File: src/rtl/mel_seq.sv
// mel_seq: sequencer for the mel-filterbank accumulator (addmel) in the MFCC chain.
// On start, walks mel filters 0..N_MEL-1. For each filter it issues regffte reads
// for bins mel_lo..mel_hi. With acc_mode it adds one extra slot that reads
// regmel[mel_idx]. A tag travels with every slot through an RD_LAT-deep pipeline, so
// the addmel controls line up with the memory data. The finished sum is strobed into
// regmel one cycle after the last tagged slot reaches addmel.
//
// Ports:
//   clk, rst_n             clock, asynchronous active-low reset
//   start, acc_mode        frame start pulse; accumulate mode (sampled at start)
//   mel_idx                filter index to the boundary ROM and regmel read address
//   mel_lo, mel_hi         boundary ROM data for mel_idx
//   ffte_addr, ffte_rd     regffte read port
//   addmel_new, enable     addmel load-first / accumulate controls
//   addmel_sel             addmel operand select (0 regffte, 1 regmel)
//   mel_we, mel_waddr      regmel write port
//   busy, done             frame in progress; 1-cycle completion pulse
module mel_seq #(
   parameter int unsigned N_MEL  = 26,
   parameter int unsigned BIN_W  = 9,
   parameter int unsigned MEL_W  = 5,
   parameter int unsigned RD_LAT = 1
) (
   input  logic             clk,
   input  logic             rst_n,
   input  logic             start,
   input  logic             acc_mode,
   output logic [MEL_W-1:0] mel_idx,
   input  logic [BIN_W-1:0] mel_lo,
   input  logic [BIN_W-1:0] mel_hi,
   output logic [BIN_W-1:0] ffte_addr,
   output logic             ffte_rd,
   output logic             addmel_new,
   output logic             enable,
   output logic             addmel_sel,
   output logic             mel_we,
   output logic [MEL_W-1:0] mel_waddr,
   output logic             busy,
   output logic             done
);

   localparam int unsigned CNT_W = $clog2(RD_LAT + 1) + 1;

   typedef enum logic [1:0] {StIdle, StIssue, StMerge, StDrain} state_e;

   typedef struct packed {
      logic             vld;
      logic             first;
      logic             merge;
      logic             last;
      logic [MEL_W-1:0] idx;
   } tag_t;

   state_e                  state_q, state_d;
   logic                    acc_q, acc_d;
   logic                    first_q, first_d;
   logic [BIN_W-1:0]        bin_q, bin_d;
   logic [MEL_W-1:0]        idx_q, idx_d;
   logic [CNT_W-1:0]        cnt_q, cnt_d;
   logic                    done_q, done_d;
   logic                    we_q;
   logic [MEL_W-1:0]        waddr_q;
   tag_t [RD_LAT-1:0]       tag_q;
   tag_t                    slot;
   tag_t                    tag_at;

   logic [BIN_W-1:0]        addr;
   logic [BIN_W-1:0]        hi_eff;
   logic                    last_bin;
   logic                    last_filter;

   // The first bin of a filter comes straight from the ROM, because mel_idx has only
   // just advanced and bin_q cannot hold the new filter's mel_lo yet.
   assign addr        = first_q ? mel_lo : bin_q;
   assign hi_eff      = (mel_hi < mel_lo) ? mel_lo : mel_hi;
   assign last_bin    = (addr == hi_eff);
   assign last_filter = (idx_q == MEL_W'(N_MEL - 1));

   always_comb begin
      state_d   = state_q;
      acc_d     = acc_q;
      first_d   = first_q;
      bin_d     = bin_q;
      idx_d     = idx_q;
      cnt_d     = cnt_q;
      done_d    = 1'b0;
      ffte_rd   = 1'b0;
      ffte_addr = '0;
      slot      = '0;
      unique case (state_q)
         StIdle: begin
            if (start) begin
               state_d = StIssue;
               acc_d   = acc_mode;
               first_d = 1'b1;
               idx_d   = '0;
            end
         end
         StIssue: begin
            ffte_rd    = 1'b1;
            ffte_addr  = addr;
            slot.vld   = 1'b1;
            slot.first = first_q;
            slot.last  = last_bin & ~acc_q;
            slot.idx   = idx_q;
            first_d    = 1'b0;
            bin_d      = addr + 1'b1;
            if (last_bin) begin
               if (acc_q) begin
                  state_d = StMerge;
               end else if (last_filter) begin
                  state_d = StDrain;
                  cnt_d   = '0;
               end else begin
                  idx_d   = idx_q + 1'b1;
                  first_d = 1'b1;
               end
            end
         end
         StMerge: begin
            // regmel is read at mel_idx; this slot adds it to the running sum.
            slot.vld   = 1'b1;
            slot.merge = 1'b1;
            slot.last  = 1'b1;
            slot.idx   = idx_q;
            if (last_filter) begin
               state_d = StDrain;
               cnt_d   = '0;
            end else begin
               state_d = StIssue;
               idx_d   = idx_q + 1'b1;
               first_d = 1'b1;
            end
         end
         StDrain: begin
            if (cnt_q == CNT_W'(RD_LAT)) begin
               state_d = StIdle;
               done_d  = 1'b1;
               idx_d   = '0;
            end else begin
               cnt_d = cnt_q + 1'b1;
            end
         end
         default: state_d = StIdle;
      endcase
   end

   always_ff @(posedge clk or negedge rst_n) begin
      if (!rst_n) begin
         state_q <= StIdle;
         acc_q   <= 1'b0;
         first_q <= 1'b0;
         bin_q   <= '0;
         idx_q   <= '0;
         cnt_q   <= '0;
         done_q  <= 1'b0;
      end else begin
         state_q <= state_d;
         acc_q   <= acc_d;
         first_q <= first_d;
         bin_q   <= bin_d;
         idx_q   <= idx_d;
         cnt_q   <= cnt_d;
         done_q  <= done_d;
      end
   end

   // Tag delay line: stage RD_LAT-1 coincides with the memory data at addmel.
   always_ff @(posedge clk or negedge rst_n) begin
      if (!rst_n) begin
         tag_q   <= '0;
         we_q    <= 1'b0;
         waddr_q <= '0;
      end else begin
         tag_q[0] <= slot;
         for (int i = 1; i < int'(RD_LAT); i++) begin
            tag_q[i] <= tag_q[i-1];
         end
         // addmel registers its sum, so the write trails the last slot by one cycle.
         we_q    <= tag_at.vld & tag_at.last;
         waddr_q <= (tag_at.vld & tag_at.last) ? tag_at.idx : '0;
      end
   end

   assign tag_at     = tag_q[RD_LAT-1];
   assign addmel_new = tag_at.vld & tag_at.first;
   assign enable     = tag_at.vld & ~tag_at.first;
   assign addmel_sel = tag_at.vld & tag_at.merge;
   assign mel_we     = we_q;
   assign mel_waddr  = waddr_q;
   assign mel_idx    = idx_q;
   assign busy       = (state_q != StIdle);
   assign done       = done_q;

endmodule

File: config.mk
export PLATFORM = sky130hd
export DESIGN_NAME = mel_seq
export DESIGN_NICKNAME = d
export VERILOG_FILES = /design/src/rtl/mel_seq.sv
export SDC_FILE = /design/constraint.sdc
export NUM_CORES = 1
export LEC_CHECK = 0
export ABC_AREA = 1
export CORE_MARGIN = 5
export CORE_UTILIZATION = 55
export DETAILED_ROUTE_END_ITERATION = 7
export GPL_TIMING_DRIVEN = 0
export PLACE_DENSITY_LB_ADDON = 0.2
export SLEW_MARGIN = 25
export SYNTH_ARGS = -nofsm -noshare
export SYNTH_HDL_FRONTEND = slang
export SYNTH_SLANG_ARGS = --single-unit
File: constraint.sdc
create_clock -name clk -period 3.47 [get_ports clk]
set_input_delay 0.8675 -clock clk [delete_from_list [all_inputs] [get_ports clk]]
set_output_delay 0.8675 -clock clk [all_outputs]
set_load 0.005 [all_outputs]
# Word-level counts from Yosys, hierarchy flattened
# Cells that the tools add are included.
# Widths: inputs -> output; s select.
# word_totals
mem_bits_ro	0
input_bits	22
elab_cells	83
register_bits	36
latchBits	0
mem_count	0
mem_bits_rw	0
out_inout_bits	26
# classes
n_mul	0
shift	0
n_eq_ne	13
order_cmp	1
n_div	0
n_mux	35
bitwise_logic	7
add_sub_neg	3
reduce_logical	10
# ops
operator	count
$mux 5	6
$mux 9	3
$mux 2	10
$pmux 5 s4	1
$ne 2x2->1 const B	6
$pmux 6 s2	1
$reduce_and 4->1	3
$mux 1	11
$add 9x1->9 const B	1
$eq 9x9->1	1
$lt 9x9->1	1
$pmux 2 s4	1
$pmux 2 s3	1
$reduce_bool 3->1	2
$add 5x1->5 const B	1
$and 1x1->1	5
$eq 5x5->1 const B	1
$eq 2x1->1 const B	2
$eq 2x2->1 const B	2
$ne 3x3->1 const B	1
$pmux 1 s3	1
$reduce_and 3->1	1
$add 2x1->2 const B	1
$logic_not 2->1	1
4 further kinds	5

# Logic depth before layout (Yosys ltp)
# Gate-level depths: netlist (run 1).
# logic_depth
ltp_word	5
depth_mapped	21
depth_no_buf	20

# Least setup slack after synthesis (run 1)
# No wires, ideal clock.
# synth_timing
path_type	in2reg
from	input port mel_lo[8]
to	register cnt_q[0]
path_buffers	2
path_slack_ns	0.810
setup_time_ns	0.117
t_required_ns	3.353
stages	18
arrival_ns	2.543
cell_sequence	inv_1 > ha_1 > nand2_2 > inv_2 > a21oi_4 > buf_4 > nand4_1 > nand2_1 > nand2_1 > nand2_1 > nand2_1 > nor2_2 > nand2_1 > nand2_1 > buf_6 > nand2_4 > nand2_1 > o21ai_2
# synth_via
elab_chain_len	5
word_cells_on_any_way	6
cone_classes	order compare (1); eq/ne (2); mux (2); reduce/logical (1)
# synth_rtl
item	line_no	text
from (decl)	29	input logic [BIN_W-1:0] mel_lo,
$lt 9x9->1	75	assign hi_eff = (mel_hi < mel_lo) ? mel_lo : mel_hi;
$mux 9	75	
$eq 9x9->1 *	76	assign last_bin = (addr == hi_eff);
$ne 2x2->1 (no source line) *	--	
$reduce_and 4->1 (no source line) *	--	
to (signal assigned)	163	cnt_q <= cnt_d;
to (decl)	59	logic [CNT_W-1:0] cnt_q, cnt_d;
# Mark *: on every way between the ends. The rest lies on a longest branch, timed or not.
# A chain may end at the register's enable or synchronous reset.

# Worst setup path in the final report (run 1)
# layout_timing
from	input port mel_lo[3]
to	output port ffte_addr[3]
# layout_via
elab_chain_len	2
# layout_rtl
item	line_no	text
$mux 9	74	assign addr = first_q ? mel_lo : bin_q;
$mux 9	90	unique case (state_q)
to (decl)	31	output logic [BIN_W-1:0] ffte_addr,
# Every way passes these cells.

==> out/results.ini, run 1 <==
[die]
start_util_pct = 56.9
dieArea_sq_um = 5950
io_pins = 48
dieWidth_microns = 77.1
fp.dieH_microns = 77.1
rows = 24
core_area_sq_um = 4350

[grt]
antenna_found_initial = 0
grt_max_degree = 21
grt_first_pass_wirelength_microns = 9980
track_usage_pct = 20.3
overflow = 0
grt_pass1_vias = 2314

[sta]
setup_slack_ns = 0.173
fin_crit_ns = 3.30
hold-worst-slack_ns = 0.473
finalSetupTns_ns = 0
rsz0062_at_grt = no
setup_violations = 0
slew_violations = 0
max_freq_ghz = 0.303
relSlewSlack_pct = 62.1
worst_slew_pin_slew_ns = 0.563
period_share_pct = 95.0
fin_worst_skew_ns = 0.00321
hold_viol_final = 0

[cells_and_area]
fin_area_sq_um = 3140
areaGrowthSynthToFinish_pct = 26.9
antenna_cells = 0
regArea_sq_um = 901
drive_above_1_share_pct = 8.15
final_nets = 443
multi_input_area_sq_um = 1290
fillers = 361

[worst_setup_path]
crit_family = buffers and inverters
crit_required_ns = 2.60
worstSetupPathType = in2out
path_cells = clkdlybuf4s50_1, inv_1, nand2_1, o21ai_0, nor2_1, clkdlybuf4s50_1
cpMaxStageDelayCell = clkdlybuf4s50_1
end_kind = primary output
critPathLaunchType = input port
critPathMaxFanout = 5
arrival_ns = 2.43
cp_slowest_stage_delay_ns = 0.54
cp_common_cell = clkdlybuf4s50_1
cp_num_buf_inv = 3

[route]
first_pass_iters = 5
totalWireLength_microns = 5750
drtAntennaViolNets = 0
vias_per_cell = 5.34
first_iter_violations = 185
drc = 0
wl_per_cell_microns = 12.6
vias = 2439

[power_and_ir_drop]
p_int_mw = 1.27
p_total_mw = 2.25
ir_worst_vdd_mv = 0.478
powerDensity_nw_per_um2 = 717
power_leakage_nw = 1.62
comb_power_share_pct = 56.1
switching_share_pct = 43.7
p_switching_mw = 0.986
p_clk_share_pct = 16.1
p_seq_share_pct = 27.8

[logic_synthesis]
synth-main-ff-cell = dfrtp_1
syn-cell-area_sq_um = 2480
ys_seq_area_share_pct = 36.4
synth_fa_ha_area_share_pct = 8.59
yosys_warnings = 0
synth_common_cells = nand2_1 (103), inv_1 (57), dfrtp_1 (36)
synth_edf_count = 0
synth_xor_area_share_pct = 0.707
synth_top_cell_area_share_pct = 36.4
syn-num-nets = 388
synth_seq_cells = 36
avgSynthCellArea_sq_um = 7.10
ys_types = 30
yosysMostFrequentCell = nand2_1
yosys.area_share.simple_pct = 34.2
async_flop_share_pct = 100
synth_area_leaders = dfrtp_1 (36%), nand2_1 (16%), inv_1 (8.6%)
synth_top_family_by_area = simple AND/OR/NAND/NOR gates
synth_mux_area_share_pct = 0
synth_compound_area_share_pct = 8.59
yosysTopAreaCell = dfrtp_1
netlist_instances = 349

[cts]
cts_root_buf = clkbuf_8
clk_latency_ns = 0.29
clk_pin_slew_ns = 0.07
cts_hold_buf = 0
ctsResizeCount = 0
cts_sinks = 36
cts_buffers = 5
cts_buffer_depth = 2
post-cts-setup-buffers = 0
cts_tree = built
h-tree-depth = 2

[run_status]
run_status = finished clean

[worst_hold_path]
hold_class = reg2reg

[place]
routabilityCongestion = 0.826
port-buffer-count = 47
placed_cell_area_sq_um = 3040
post-place-ws_ns = 0.0172
hpwl_microns = 4540

[run]
max_cap_violations = 0

worst paths after layout:
kind | from | end | slack (ns) | depth (start not counted)
max | mel_lo[3] | ffte_addr[3] | 0.17 | 6
min | tag_at[3] | mel_waddr[3] | 0.47 | 2
max reg2reg | first_q | bin_q[8] | 1.25 | 10
min reg2reg | tag_at[3] | mel_waddr[3] | 0.47 | 2
max in group asynchronous | rst_n | bin_q[7] | 2.49 | 2
min in group asynchronous | rst_n | tag_at[7] | 0.53 | 1
through the flow:
stage / utilization (%) / cells
detailed placement: 69.7 / 449
finish: 72.2 / 457
global placement: 69.2 / 448
global route: 72.2 / 457
CTS: 72.2 / 457
floorplan: - / 349
logic make-up after synthesis:
family	Yosys count
compound gates	34
xor+xnor	2
fa+ha+maj	17
buf+inv	69
flops	36
simple gates	191
layout by cell type, fill, tap and decap left out, drive strengths merged:
cell and instances:
clkdlybuf4s50 46, nor4 1, or2 4, a211o 1, nand2 105, buf 10
clkinv 1, clkbuf 9, nand4 21, nor3b 1, dfrtp 36, o211ai 2
xor2 2, ha 17, nor2 36, a21oi 7, nor3 3, a22oi 2
o21ai 18, o31ai 3, inv 58, nand3 20, a211oi 1, bufinv 1
layer usage:
metal	wire, microns	GRT usage (%)	vias up	part of all wire (%)
li1	-	-	1223	-
met1	2550	27.1	1133	44
met2	2760	33.2	74	48
met3	387	4.68	9	6.7
met4	48	4.98	0	0.84
met5	0	0	-	0
power groups by stage:
| stage | clock, mW | sequential (mW) | combinational, mW |
|---|---|---|---|
| 2_1_floorplan | 0 | 0.615 | 0.824 |
| 3_3_place_gp | 0 | 0.630 | 1.21 |
| 6_report | 0.363 | 0.627 | 1.26 |
| 5_1_grt | 0.384 | 0.645 | 1.43 |
| 4_1_cts | 0.365 | 0.626 | 1.26 |
| 3_5_place_dp | 0 | 0.634 | 1.25 |
sequential cells by signal, summed over array words and instances, names as in the netlist:
signal     flops
cnt_q          2
mel_we         1
first_q        1
acc_q          1
state_q        2
done           1
mel_idx        5
bin_q          9
tag_at         9
mel_waddr      5
area by class of cell:
cell class,instances,share of cell area (%)
well taps,52,2.07
clock buffers,6,2.31
multi-input cells,244,41.0
flip-flops and latches,36,28.7
clock inverters,2,1.11
inverters,58,6.93
plain buffers,11,2.19
repair buffers,48,15.7
worst reg2reg max path, delay by kind of cell (launching register included):
family,cells,cell delay (ns)
buf+inv,3,0.38
flops,1,0.37
fa+ha+maj,1,0.18
simple gates,4,0.92
compound gates,2,0.25
Power figures use the tool's default switching activity.
==> run 2: changes to the inputs <==
--- a/config.mk
+++ b/config.mk
@@ -11,7 +11,8 @@
 export DETAILED_ROUTE_END_ITERATION = 7
 export GPL_TIMING_DRIVEN = 0
 export PLACE_DENSITY_LB_ADDON = 0.2
-export SLEW_MARGIN = 25
+export SETUP_SLACK_MARGIN = 0.2
+export SLEW_MARGIN = 10
 export SYNTH_ARGS = -nofsm -noshare
 export SYNTH_HDL_FRONTEND = slang
 export SYNTH_SLANG_ARGS = --single-unit
==> out/results.ini, run 2 (synthesis gave the netlist of run 1 again) <==
[power_and_ir_drop]
p_clk_share_pct = 15.7  ; was 16.1%
p_total_mw = 2.32  ; was 2.25 mW
powerDensity_nw_per_um2 = 714  ; was 717 nW/um^2
power_leakage_nw = 1.66  ; was 1.62 nW
p_int_mw = 1.30  ; was 1.27 mW
ir_worst_vdd_mv = 0.478  ; about the same
switching_share_pct = 44.2  ; was 43.7%
p_switching_mw = 1.02  ; was 0.986 mW
p_seq_share_pct = 27.2  ; was 27.8%
comb_power_share_pct = 57.2  ; was 56.1%

[die]
core_area_sq_um = 4350  ; unchanged
io_pins = 48  ; unchanged
fp.dieH_microns = 77.1  ; unchanged
dieWidth_microns = 77.1  ; unchanged
dieArea_sq_um = 5950  ; unchanged
rows = 24  ; unchanged
start_util_pct = 56.9  ; unchanged

[route]
wl_per_cell_microns = 13.2  ; was 12.6 microns
first_iter_violations = 202  ; was 185
vias_per_cell = 5.44  ; was 5.34
drtAntennaViolNets = 0  ; unchanged
vias = 2512  ; was 2,439
drc = 0  ; unchanged
first_pass_iters = 5  ; unchanged
totalWireLength_microns = 6110  ; was 5750 microns

[sta]
hold-worst-slack_ns = 0.468  ; was 0.473 ns
worst_slew_pin_slew_ns = 0.760  ; was 0.563 ns
finalSetupTns_ns = 0  ; unchanged
max_freq_ghz = 0.312  ; was 0.303 GHz
hold_viol_final = 0  ; unchanged
setup_violations = 0  ; unchanged
slew_violations = 0  ; unchanged
rsz0062_at_grt = yes  ; was no
setup_slack_ns = 0.262  ; was 0.173 ns
period_share_pct = 92.5  ; was 95.0%
fin_crit_ns = 3.21  ; was 3.30 ns
fin_worst_skew_ns = 0.00330  ; was 0.00321 ns
relSlewSlack_pct = 49.3  ; was 62.1%

[worst_setup_path]
arrival_ns = 2.34  ; was 2.43 ns
crit_required_ns = 2.60  ; about the same
critPathMaxFanout = 4  ; was 5
worstSetupPathType = in2out  ; unchanged
rrSetupSlack_ns = 1.23  ; was 1.25 ns
rr_worst_depth = 10  ; unchanged
end_kind = primary output  ; unchanged
critPathLaunchType = input port  ; unchanged
regToRegStartpoint = first_q  ; unchanged
reg2reg_to = bin_q[8]  ; unchanged

[grt]
grt_pass1_vias = 2353  ; was 2,314
overflow = 0  ; unchanged
grt_max_degree = 37  ; was 21
track_usage_pct = 20.4  ; was 20.3%
antenna_found_initial = 0  ; unchanged
grt_first_pass_wirelength_microns = 10100  ; was 9980 microns

[cells_and_area]
final_nets = 448  ; was 443
areaGrowthSynthToFinish_pct = 31.1  ; was 26.9%
regArea_sq_um = 901  ; unchanged
layout_commonest_cell = nand2_1  ; unchanged
antenna_cells = 0  ; unchanged
layout_common_cells = nand2_1 (98), inv_1 (55), clkdlybuf4s50_1 (44)  ; was nand2_1 (103), inv_1 (57), clkdlybuf4s50_1 (46)
final_cells = 462  ; was 457
multi_input_area_sq_um = 1370  ; was 1290 sq um
fillers = 338  ; was 361
drive_above_1_share_pct = 13.4  ; was 8.15%

[cts]
h-tree-depth = 2  ; unchanged
clk_latency_ns = 0.29  ; about the same
cts_tree = built  ; unchanged
cts_buffer_depth = 2  ; unchanged
clk_pin_slew_ns = 0.07  ; about the same
cts_buffers = 5  ; unchanged
cts_sinks = 36  ; unchanged
cts_root_buf = clkbuf_8  ; unchanged

[place]
dp_cells = 448  ; was 449
post-place-ws_ns = 0.0251  ; was 0.0172 ns
routabilityCongestion = 0.826  ; unchanged
hpwl_microns = 4450  ; was 4540 microns
port-buffer-count = 47  ; unchanged

[worst_hold_path]
hp-start = tag_at[3]  ; unchanged
hold_class = reg2reg  ; unchanged
hold_depth = 2  ; unchanged
holdPathEnd = mel_waddr[3]  ; unchanged

[run]
max_cap_violations = 0  ; unchanged

[run_status]
run_status = finished clean  ; unchanged

## run 2: power by group through the flow
stage          registers [mW]  clock network (mW)  logic (mW)
6_report                0.630               0.363        1.33
5_1_grt                 0.646               0.388        1.48
4_1_cts                 0.627               0.366        1.25
3_5_place_dp            0.634                   0        1.24
3_3_place_gp            0.630                   0        1.21
2_1_floorplan           0.615                   0       0.824
## run 2: worst max-delay path by stage
stage | start | endpoint | slack (ns)
2_1_floorplan | mel_lo[8] | cnt_q[0] | 0.81
3_3_place_gp | mel_lo[8] | cnt_q[0] | 0.08
3_5_place_dp | mel_lo[8] | cnt_q[0] | 0.03
4_1_cts | mel_lo[3] | ffte_addr[3] | 0.21
5_1_grt | mel_lo[2] | state_q[0] | 0.16
6_report | mel_lo[8] | ffte_addr[8] | 0.26
## run 2: critical path, cell delays in order
cell             delay (ns)
clkdlybuf4s50_1        0.48
inv_1                  0.08
nand2_1                0.06
o21ai_0                0.16
nor2_1                 0.16
clkdlybuf4s50_1        0.52
## run 2: layer usage
metal	vias to the layer above	wire (microns)	track usage (%)
met4	0	88	5.50
met5	-	0	0
met2	78	3010	34.6
li1	1236	-	-
met1	1185	2680	27.0
met3	13	323	3.51
## run 2: cell type report
type                    instances  area share [%]
clock buffers                   6            2.24
plain buffers                  11            2.47
well taps                      52            2.00
flip-flops and latches         36            27.7
repair buffers                 53            15.7
clock inverters                 2            1.08
inverters                      58            6.71
multi-input cells             244            42.0
## run 2: through the flow
step	utilization (%)	area (sq um)
detailed placement	69.1	3010
CTS	71.6	3120
floorplan	-	2480
finish	74.6	3250
global placement	69.2	3010
global route	74.6	3250
## run 2: timing repair
item / 4_1_cts / 5_1_grt
setup buffers: 0 / 4
gates resized for setup: 0 / 27
endpoints found under the hold margin: 0 / 0
hold buffers: 0 / 0
endpoints found under the setup margin: 0 / 15
==> run 3: changes to the inputs <==
--- a/config.mk
+++ b/config.mk
@@ -12,6 +12,7 @@
 export GPL_TIMING_DRIVEN = 0
 export PLACE_DENSITY_LB_ADDON = 0.2
 export SETUP_SLACK_MARGIN = 0.2
+export SKIP_LAST_GASP = 1
 export SLEW_MARGIN = 10
 export SYNTH_ARGS = -nofsm -noshare
 export SYNTH_HDL_FRONTEND = slang
==> results of run 3 <==
Final layout, timing and power as in run 2 (identical DEF).
